<file path="src/rtl/seq_adder_pkg.sv">
// Shared types and helpers for the chunk-serial adder.
// Holds the control FSM encoding and counter sizing.
package seq_adder_pkg;

  typedef enum logic [1:0] {
    IDLE = 2'd0,
    CALC = 2'd1,
    DONE = 2'd2
  } state_t;

  function automatic int cnt_width(input int n);
    return (n > 1) ? $clog2(n) : 1;
  endfunction

endpackage

</file>
<file path="src/rtl/seq_adder_chunk_adder.sv">
// CHUNK-bit ripple-carry adder built from full-adder cells.
// One instance serves every chunk of the serial adder.
module fa (
  input  logic a,
  input  logic b,
  input  logic ci,
  output logic s,
  output logic co
);

  assign s  = a ^ b ^ ci;
  assign co = (a & b) | (ci & (a ^ b));

endmodule

module chunk_adder #(
  parameter int CHUNK = 4
) (
  input  logic [CHUNK-1:0] a,
  input  logic [CHUNK-1:0] b,
  input  logic             ci,
  output logic [CHUNK-1:0] s,
  output logic             co
);

  logic [CHUNK:0] c;

  assign c[0] = ci;
  assign co   = c[CHUNK];

  for (genvar i = 0; i < CHUNK; i++) begin : g_fa
    fa u_fa (
      .a  (a[i]),
      .b  (b[i]),
      .ci (c[i]),
      .s  (s[i]),
      .co (c[i+1])
    );
  end

endmodule

</file>
<file path="src/rtl/seq_adder.sv">
// Multi-cycle adder/subtractor: WIDTH bits summed CHUNK bits per cycle.
// Valid/ready on both sides; result flags registered on entry to DONE.
module seq_adder
  import seq_adder_pkg::*;
#(
  parameter int WIDTH = 16,
  parameter int CHUNK = 4
) (
  input  logic             clk,
  input  logic             rst,
  input  logic             in_valid,
  output logic             in_ready,
  input  logic [WIDTH-1:0] input1,
  input  logic [WIDTH-1:0] input2,
  input  logic             carry_in,
  input  logic             sub,
  output logic             out_valid,
  input  logic             out_ready,
  output logic [WIDTH-1:0] sum,
  output logic             carry_out,
  output logic             overflow
);

  if ((WIDTH < 1) || (CHUNK < 1) || (WIDTH % CHUNK != 0)) begin : g_bad
    $error("seq_adder: CHUNK must divide WIDTH");
  end

  localparam int N  = WIDTH / CHUNK;
  localparam int KW = cnt_width(N);
  localparam int MSB = WIDTH - 1;

  state_t           state;
  logic [WIDTH-1:0] a_q;
  logic [WIDTH-1:0] b_q;
  logic [WIDTH-1:0] acc;
  logic             carry_q;
  logic [KW-1:0]    k;

  logic [CHUNK-1:0] ca;
  logic [CHUNK-1:0] cb;
  logic [CHUNK-1:0] cs;
  logic             cco;

  assign ca       = a_q[int'(k)*CHUNK +: CHUNK];
  assign cb       = b_q[int'(k)*CHUNK +: CHUNK];
  assign in_ready = (state == IDLE);

  chunk_adder #(
    .CHUNK (CHUNK)
  ) u_chunk (
    .a  (ca),
    .b  (cb),
    .ci (carry_q),
    .s  (cs),
    .co (cco)
  );

  always_ff @(posedge clk) begin
    if (rst) begin
      state     <= IDLE;
      k         <= '0;
      carry_q   <= 1'b0;
      a_q       <= '0;
      b_q       <= '0;
      acc       <= '0;
      sum       <= '0;
      carry_out <= 1'b0;
      overflow  <= 1'b0;
      out_valid <= 1'b0;
    end else begin
      unique case (state)
        IDLE: begin
          if (in_valid) begin
            a_q     <= input1;
            b_q     <= sub ? ~input2 : input2;
            carry_q <= sub | carry_in;
            k       <= '0;
            state   <= CALC;
          end
        end
        CALC: begin
          acc[int'(k)*CHUNK +: CHUNK] <= cs;
          carry_q <= cco;
          k       <= k + KW'(1);
          if (k == KW'(N - 1)) state <= DONE;
        end
        DONE: begin
          // First DONE cycle publishes the completed result
          if (!out_valid) begin
            out_valid <= 1'b1;
            sum       <= acc;
            carry_out <= carry_q;
            overflow  <= (a_q[MSB] == b_q[MSB]) &&
                         (acc[MSB] != a_q[MSB]);
          end else if (out_ready) begin
            out_valid <= 1'b0;
            state     <= IDLE;
          end
        end
        default: state <= IDLE;
      endcase
    end
  end

endmodule

</file>
<file path="config.mk">
export PLATFORM = sky130hd
export DESIGN_NAME = seq_adder
export DESIGN_NICKNAME = d
export VERILOG_FILES = /design/src/rtl/seq_adder_pkg.sv /design/src/rtl/seq_adder_chunk_adder.sv /design/src/rtl/seq_adder.sv
export SDC_FILE = /design/constraint.sdc
export NUM_CORES = 1
export LEC_CHECK = 0
export ABC_AREA = 1
export ABC_CLOCK_PERIOD_IN_PS = 3100
export CAP_MARGIN = 20
export CORE_UTILIZATION = 52
export DETAILED_ROUTE_END_ITERATION = 16
export GPL_ROUTABILITY_DRIVEN = 0
export PLACE_DENSITY = 0.8
export SETUP_SLACK_MARGIN = 0.4
export SYNTH_ARGS = -nofsm -noshare
export SYNTH_HDL_FRONTEND = slang
export SYNTH_SLANG_ARGS = --single-unit
</file>
<file path="constraint.sdc">
create_clock -name clk -period 3.1 [get_ports clk]
set_input_delay 0.31 -clock clk [delete_from_list [all_inputs] [get_ports clk]]
set_output_delay 0.31 -clock clk [all_outputs]
set_load 0.1 [all_outputs]
</file>
==> implementation parameters, run 1 <==
Parameter                              Value

Detailed routing
  Number of detailed-route iterations in the first pass ... 4
  Final wirelength ... about 7.3 mm
  Antenna viol nets, final ... 0
  Post-DR wirelength/cell ... around 12 µm
  Count of unresolved DRC violations after routing ... 0
  Vias/cell ... 5.02
  DRC marker count from the first detailed-route iteration ... roughly 140
  Total number of vias ... between 3000 and 4000

Yosys
  Post-synthesis instance total ... 466
  Most used standard cells in the synthesized netlist ... sky130_fd_sc_hd__nand2_1 (113), sky130_fd_sc_hd__nor2_1 (107), sky130_fd_sc_hd__dfxtp_1 (72)
  Most frequent cell after synthesis ... sky130_fd_sc_hd__nand2_1
  Syn_area_per_cell ... around 7 µm²
  Post-synthesis sequential area ratio ... 0.435
  Top cells by area, synth ... sky130_fd_sc_hd__dfxtp_1 (43%), sky130_fd_sc_hd__nand2_1 (13%), sky130_fd_sc_hd__nor2_1 (12%)
  Top cell type's share of synthesized area ... 0.435
  Async set-reset flop share out of synthesis ... 0
  Flip-flop cell with the highest count after synthesis ... sky130_fd_sc_hd__dfxtp_1
  Syn Nets ... between 500 and 600
  Number of flip-flops and latches in the synthesized netlist ... 72
  Count of synthesis-stage warnings from yosys ... 0
  Cell type with the largest total area after synthesis ... sky130_fd_sc_hd__dfxtp_1
  Number of synthesized flops with an enable pin ... 0
  Post-Synthesis Cell Area ... 3320 µm²
  Post-synthesis cell type count ... 25

Timing
  Final hold vios ... 0
  Setup repair after global routing missed its margin ... true
  Actual slew at the worst max-slew pin ... roughly 960 ps
  Sum of negative setup slack ... 0 ps
  Worst hold margin ... 457 ps
  Total of endpoints with negative setup slack in the final report ... 0
  Tcrit/Tclk final ... 0.865
  Worst Skew ... ~12 ps
  Worst slew margin relative to its limit ... 0.355
  Post-route minimum period ... roughly 2700 ps
  Number of pins with negative max-slew slack in the final report ... 0
  Fmax ... around 0.37 GHz

Worst setup path
  CP endpoint kind ... flip-flop
  Critical path startpoint category ... flip-flop
  Peak fanout along the critical path ... 15
  Crit-path leading delay family ... adder cells
  Worst Setup Path Type ... flip-flop to flip-flop
  Data required time of the critical path ... 3390 ps
  Crit path largest cell delay ... around 500 ps
  Series of cell instances along the critical path ... clkinvlp_4, buf_4, o21ai_0, o22ai_1, fa_2, inv_2, fa_2, inv_2, fa_1, nand2_2, nor2_4, nand2_1, a21oi_1
  Crit path max-delay cell type ... sky130_fd_sc_hd__fa_1
  Count of buffer and inverter cells on the critical path ... 4
  Minimum setup slack among reg-to-reg paths ... between 400 and 500 ps
  Data arrival time of the critical path ... roughly 3000 ps

Clock tree
  CTS tree ... yes
  Largest buffer count on any clock path ... 2
  Clock tree root driver cell ... sky130_fd_sc_hd__clkbuf_8
  Deepest level of the CTS H-tree ... 3
  Skew-Pair Late Insertion Delay ... around 360 ps
  TritonCTS Buffers ... 9
  Number of clock sinks seen by CTS ... slightly above 70
  Clock Pin Slew Worst Setup and Hold Paths ... around 80 ps

Placed design
  Buffers on Ports ... between 50 and 60
  HPWL after DPL ... 4.95 mm

Die
  Effective utilization at floorplan ... 0.550
  Die boundary height ... just over 80 µm
  Area of the placeable core ... ~6000 µm²
  Total I/O pin count ... 58
  Die extent in x ... just over 80 µm
  FP Rows ... 28
  Die Outline Area ... 6700 µm²

Finish
  Share of final-layout standard cells stronger than drive strength 1 ... 0.106
  Synth-to-layout area growth ... 25.9%
  Diode count ... 0
  Final-stage net count ... 571

Worst hold path
  Path category of the worst min-delay check ... flip-flop to flip-flop

Power
  Net switching component of the power ... roughly 0.00060 W
  Sequential cell fraction of total power ... 0.480
  Clock network fraction of total power ... 0.343
  Combinational power share ... 0.176
  Tot Pwr ... roughly 0.0021 W
  Leakage power figure ... 1.68 nW
  Power per standard cell area ... just over 500 nW/µm²
  Peak VDD IR ... 0.321 mV
  Internal power of the cells ... 0.00150 W
  Sw Share ... 0.287

GRT
  Number of global-route vias before repair ... 2743
  Overflow left after global routing ... 0
  Pin count of the biggest net entering global routing ... 48
  Overall global routing resource usage ... 0.238
  Antenna violations before repair ... 0
  Global-route wire length before repair ... 12.0 mm

Run
  Max-Cap Viols ... 0

Run status
  Result of the run ... complete, no violations
[cells by family after synthesis]
group           Yosys count  synth area share
compound gates           82             0.126
xor+xnor                 16            0.0423
simple gates            233             0.277
buf+inv                  54            0.0774
fa+ha+maj                 9            0.0430
flops                    72             0.435
[sequential cells by signal, summed over array words and instances, names as in the netlist]
| name | count |
|---|---|
| a_q | 16 |
| acc | 16 |
| b_q | 16 |
| carry_out | 1 |
| carry_q | 1 |
| k | 2 |
| out_valid | 1 |
| overflow | 1 |
| state | 2 |
| sum | 16 |
[stage by stage]
| step | util | cells | setup slack, ps | cell area (µm²) |
|---|---|---|---|---|
| after floorplan | - | 466 | 414 | 3320 |
| after global placement | 0.644 | 581 | 210 | 3880 |
| after detailed placement | 0.644 | 581 | 69.3 | 3880 |
| after CTS | 0.686 | 602 | 415 | 4140 |
| after global routing | 0.693 | 603 | 242 | 4170 |
| final | 0.693 | 603 | 419 | 4170 |
[layout by cell type (no fill, tap or decap), types with 3 or more instances in the layout]
cell type	synthesis	routed
sky130_fd_sc_hd__nor2_1	107	103
sky130_fd_sc_hd__dfxtp_1	72	70
sky130_fd_sc_hd__nor2_2	0	3
sky130_fd_sc_hd__inv_2	1	4
sky130_fd_sc_hd__o22ai_1	4	3
sky130_fd_sc_hd__ha_1	5	5
sky130_fd_sc_hd__inv_1	29	25
sky130_fd_sc_hd__o21ai_0	43	40
sky130_fd_sc_hd__nand2_1	113	112
sky130_fd_sc_hd__nor3_1	3	3
sky130_fd_sc_hd__nand3_1	5	5
sky130_fd_sc_hd__fa_2	0	3
sky130_fd_sc_hd__a21oi_1	34	31
sky130_fd_sc_hd__a21oi_2	0	3
sky130_fd_sc_hd__clkinv_2	0	4
sky130_fd_sc_hd__xnor2_1	16	16
sky130_fd_sc_hd__buf_4	2	14
sky130_fd_sc_hd__nor2_4	2	3
sky130_fd_sc_hd__clkbuf_8	0	9
sky130_fd_sc_hd__clkdlybuf4s50_1	0	55
[cell type report]
type                    instances  area [µm²]
fillers                       530        1850
multi-input cells             340        1660
flip-flops and latches         72        1450
repair buffers                 70         661
clock buffers                   9         124
inverters                      31         121
well taps                      75        93.8
clock inverters                 6        61.3
[worst paths after layout]
check,startpoint,to,cells after the start
max,k[0],acc[15],13
min,a_q[2],a_q[2],2
max reg2reg,k[0],acc[15],13
min reg2reg,a_q[2],a_q[2],2
[routing by layer]
layer	up-vias	wire length (µm)	GRT usage
met2	76	3480	0.406
met1	1359	3260	0.280
met4	0	191	0.104
met3	20	317	0.0633
met5	-	0	0
li1	1571	-	-
[worst register-to-register path: stages, from the launching register on]
cell,delay [ps]
sky130_fd_sc_hd__dfxtp_4,400
sky130_fd_sc_hd__clkinvlp_4,150
sky130_fd_sc_hd__buf_4,220
sky130_fd_sc_hd__o21ai_0,180
sky130_fd_sc_hd__o22ai_1,120
sky130_fd_sc_hd__fa_2,370
sky130_fd_sc_hd__inv_2,60
sky130_fd_sc_hd__fa_2,180
sky130_fd_sc_hd__inv_2,40
sky130_fd_sc_hd__fa_1,510
sky130_fd_sc_hd__nand2_2,90
sky130_fd_sc_hd__nor2_4,90
sky130_fd_sc_hd__nand2_1,50
sky130_fd_sc_hd__a21oi_1,150
[power by group through the flow]
stage	clock (W)	combinational [W]	sequential [W]
floorplan	0	0.000249	0.00102
CTS	0.000716	0.000355	0.00101
global route	0.000764	0.000423	0.00102
detailed placement	0	0.000336	0.00103
finish	0.000722	0.000371	0.00101
global placement	0	0.000326	0.00103
[timing repair]
action                     in CTS  in global routing
hold buffers                    0                  0
resized for setup              12                 13
setup endpoints to repair       8                  6
pin swaps                       2                  6
buffers inserted                6                  1
Note: power is estimated with default switching activity, not from simulation.
==> run 2: changes to the inputs <==
--- a/config.mk
+++ b/config.mk
@@ -12,7 +12,7 @@
 export DETAILED_ROUTE_END_ITERATION = 16
 export GPL_ROUTABILITY_DRIVEN = 0
 export PLACE_DENSITY = 0.8
-export SETUP_SLACK_MARGIN = 0.4
+export SETUP_SLACK_MARGIN = 0.2
 export SYNTH_ARGS = -nofsm -noshare
 export SYNTH_HDL_FRONTEND = slang
 export SYNTH_SLANG_ARGS = --single-unit
==> implementation parameters, run 2 (synthesis gave the netlist of run 1 again) <==
Parameter                              Value

Detailed routing
  Antenna viol nets, final ... 0
  Vias/cell ... between 4 and 5
  Total number of vias ... 2995
  Final wirelength ... about 6.9 mm
  DRC marker count from the first detailed-route iteration ... about 170
  Count of unresolved DRC violations after routing ... 0
  Number of detailed-route iterations in the first pass ... 4
  Post-DR wirelength/cell ... 11.5 µm

Worst setup path
  Data arrival time of the critical path ... slightly above 3000 ps
  Critical path startpoint category ... flip-flop
  Crit path max-delay cell type ... sky130_fd_sc_hd__fa_1
  Data required time of the critical path ... 3340 ps
  CP endpoint kind ... flip-flop
  Worst Setup Path Type ... flip-flop to flip-flop
  Count of buffer and inverter cells on the critical path ... 5
  Crit path largest cell delay ... around 440 ps
  Series of cell instances along the critical path ... clkinvlp_4, nor2_1, nor2_1, a21oi_2, fa_1, inv_1, fa_1, inv_1, fa_1, inv_1, fa_1, nand2_2, nor2_2, nand2_1, nand2_1, inv_1, nor2_1
  Peak fanout along the critical path ... 8
  Crit-path leading delay family ... adder cells
  Minimum setup slack among reg-to-reg paths ... ~270 ps

Run
  Max-Cap Viols ... 0

Clock tree
  Clock Pin Slew Worst Setup and Hold Paths ... 70 ps
  Post-CTS Hold Fix Bufs ... 0
  TritonCTS Buffers ... 9
  Clock tree root driver cell ... sky130_fd_sc_hd__clkbuf_8
  Largest buffer count on any clock path ... 2
  Skew-Pair Late Insertion Delay ... about 350 ps
  CTS tree ... yes
  Deepest level of the CTS H-tree ... 3
  Number of clock sinks seen by CTS ... 72

Timing
  Worst Skew ... around 4.2 ps
  Setup repair after global routing missed its margin ... true
  Final hold vios ... 0
  Total of endpoints with negative setup slack in the final report ... 0
  Worst slew margin relative to its limit ... 0.354
  Number of pins with negative max-slew slack in the final report ... 0
  Actual slew at the worst max-slew pin ... slightly below 1000 ps
  Fmax ... 0.353 GHz
  Tcrit/Tclk final ... 0.914
  Post-route minimum period ... 2830 ps
  Sum of negative setup slack ... 0 ps

Die
  Die boundary height ... ~80 µm
  Die Outline Area ... ~6700 µm²
  Effective utilization at floorplan ... 0.550
  FP Rows ... 28
  Die extent in x ... slightly above 80 µm
  Area of the placeable core ... between 6000 and 7000 µm²
  Total I/O pin count ... between 50 and 60

GRT
  Pin count of the biggest net entering global routing ... between 40 and 50
  Number of global-route vias before repair ... around 2700
  Overflow left after global routing ... 0
  Global-route wire length before repair ... about 12 mm
  Overall global routing resource usage ... 0.229
  Antenna violations before repair ... 0

Placed design
  HPWL after DPL ... approximately 5.0 mm
  Buffers on Ports ... between 50 and 60

Finish
  Number of filler cells placed in the layout ... about 500
  Share of final-layout standard cells stronger than drive strength 1 ... 0.0759
  Diode count ... 0
  Most common cell after layout, fill and taps aside ... sky130_fd_sc_hd__nand2_1
  Synth-to-layout area growth ... 25.5%
  Final-stage net count ... around 570
  Commonest cells after routing, fill and taps aside ... sky130_fd_sc_hd__nand2_1 (112), sky130_fd_sc_hd__nor2_1 (106), sky130_fd_sc_hd__dfxtp_1 (70), sky130_fd_sc_hd__clkdlybuf4s50_1 (55), sky130_fd_sc_hd__o21ai_0 (42)

Power
  Power per standard cell area ... about 520 nW/µm²
  Peak VDD IR ... approximately 0.36 mV
  Tot Pwr ... around 0.0022 W
  Leakage power figure ... between 1.5 and 2 nW

Run status
  Result of the run ... complete, no violations

Worst hold path
  Path category of the worst min-delay check ... flip-flop to flip-flop
## run 2: final timing paths
path | start | end | depth (start not counted)
max | k[0] | acc[7] | 17
min | acc[9] | sum[9] | 2
max reg2reg | k[0] | acc[7] | 17
min reg2reg | acc[9] | sum[9] | 2
## run 2: final cells by class
class	instances	area, µm²	area share
multi-input cells	340	1630	0.392
repair buffers	68	649	0.156
inverters	31	124	0.0298
clock inverters	3	65.1	0.0156
clock buffers	13	149	0.0358
flip-flops and latches	72	1450	0.348
well taps	75	93.8	0.0226
## run 2: worst reg2reg max path, stage by stage (launching register included)
cell and delay (ps):
sky130_fd_sc_hd__dfxtp_4 370, sky130_fd_sc_hd__clkinvlp_4 140, sky130_fd_sc_hd__nor2_1 70, sky130_fd_sc_hd__nor2_1 150
sky130_fd_sc_hd__a21oi_2 60, sky130_fd_sc_hd__fa_1 390, sky130_fd_sc_hd__inv_1 90, sky130_fd_sc_hd__fa_1 170
sky130_fd_sc_hd__inv_1 50, sky130_fd_sc_hd__fa_1 360, sky130_fd_sc_hd__inv_1 80, sky130_fd_sc_hd__fa_1 440
sky130_fd_sc_hd__nand2_2 110, sky130_fd_sc_hd__nor2_2 40, sky130_fd_sc_hd__nand2_1 50, sky130_fd_sc_hd__nand2_1 60
sky130_fd_sc_hd__inv_1 70, sky130_fd_sc_hd__nor2_1 40
## run 2: through the flow
stage / util / setup WS (ps) / instance area, µm² / hold slack (ps) / cells
floorplan: - / 335 / 3320 / 424 / 466
detailed placement: 0.644 / 157 / 3880 / 454 / 581
finish: 0.690 / 267 / 4160 / 462 / 602
global route: 0.690 / 79.5 / 4160 / 477 / 602
CTS: 0.680 / 238 / 4100 / 462 / 597
global placement: 0.644 / 277 / 3880 / 448 / 581
## run 2: report_power, final
| group | internal (W) | leakage, nW | switching, W |
|---|---|---|---|
| logic | 0.000156 | 0.991 | 0.000202 |
| clock network | 0.000475 | 0.108 | 0.000325 |
| registers | 0.000975 | 0.591 | 0.0000350 |
## run 2: timing repair
action                     4_1_cts  5_1_grt
cloned                           0        0
buffers inserted                 0        5
pin swaps                        0        1
gates resized for setup          2       10
hold endpoints to repair         0        0
setup endpoints to repair        2        5
## run 2: metal layers
metal | global-route usage | vias up | share of wire | routed length (µm)
li1 | - | 1569 | - | -
met1 | 0.263 | 1326 | 0.44 | 3010
met2 | 0.389 | 83 | 0.49 | 3420
met3 | 0.0656 | 17 | 0.050 | 346
met4 | 0.107 | 0 | 0.020 | 140
met5 | 0 | - | 0 | 0
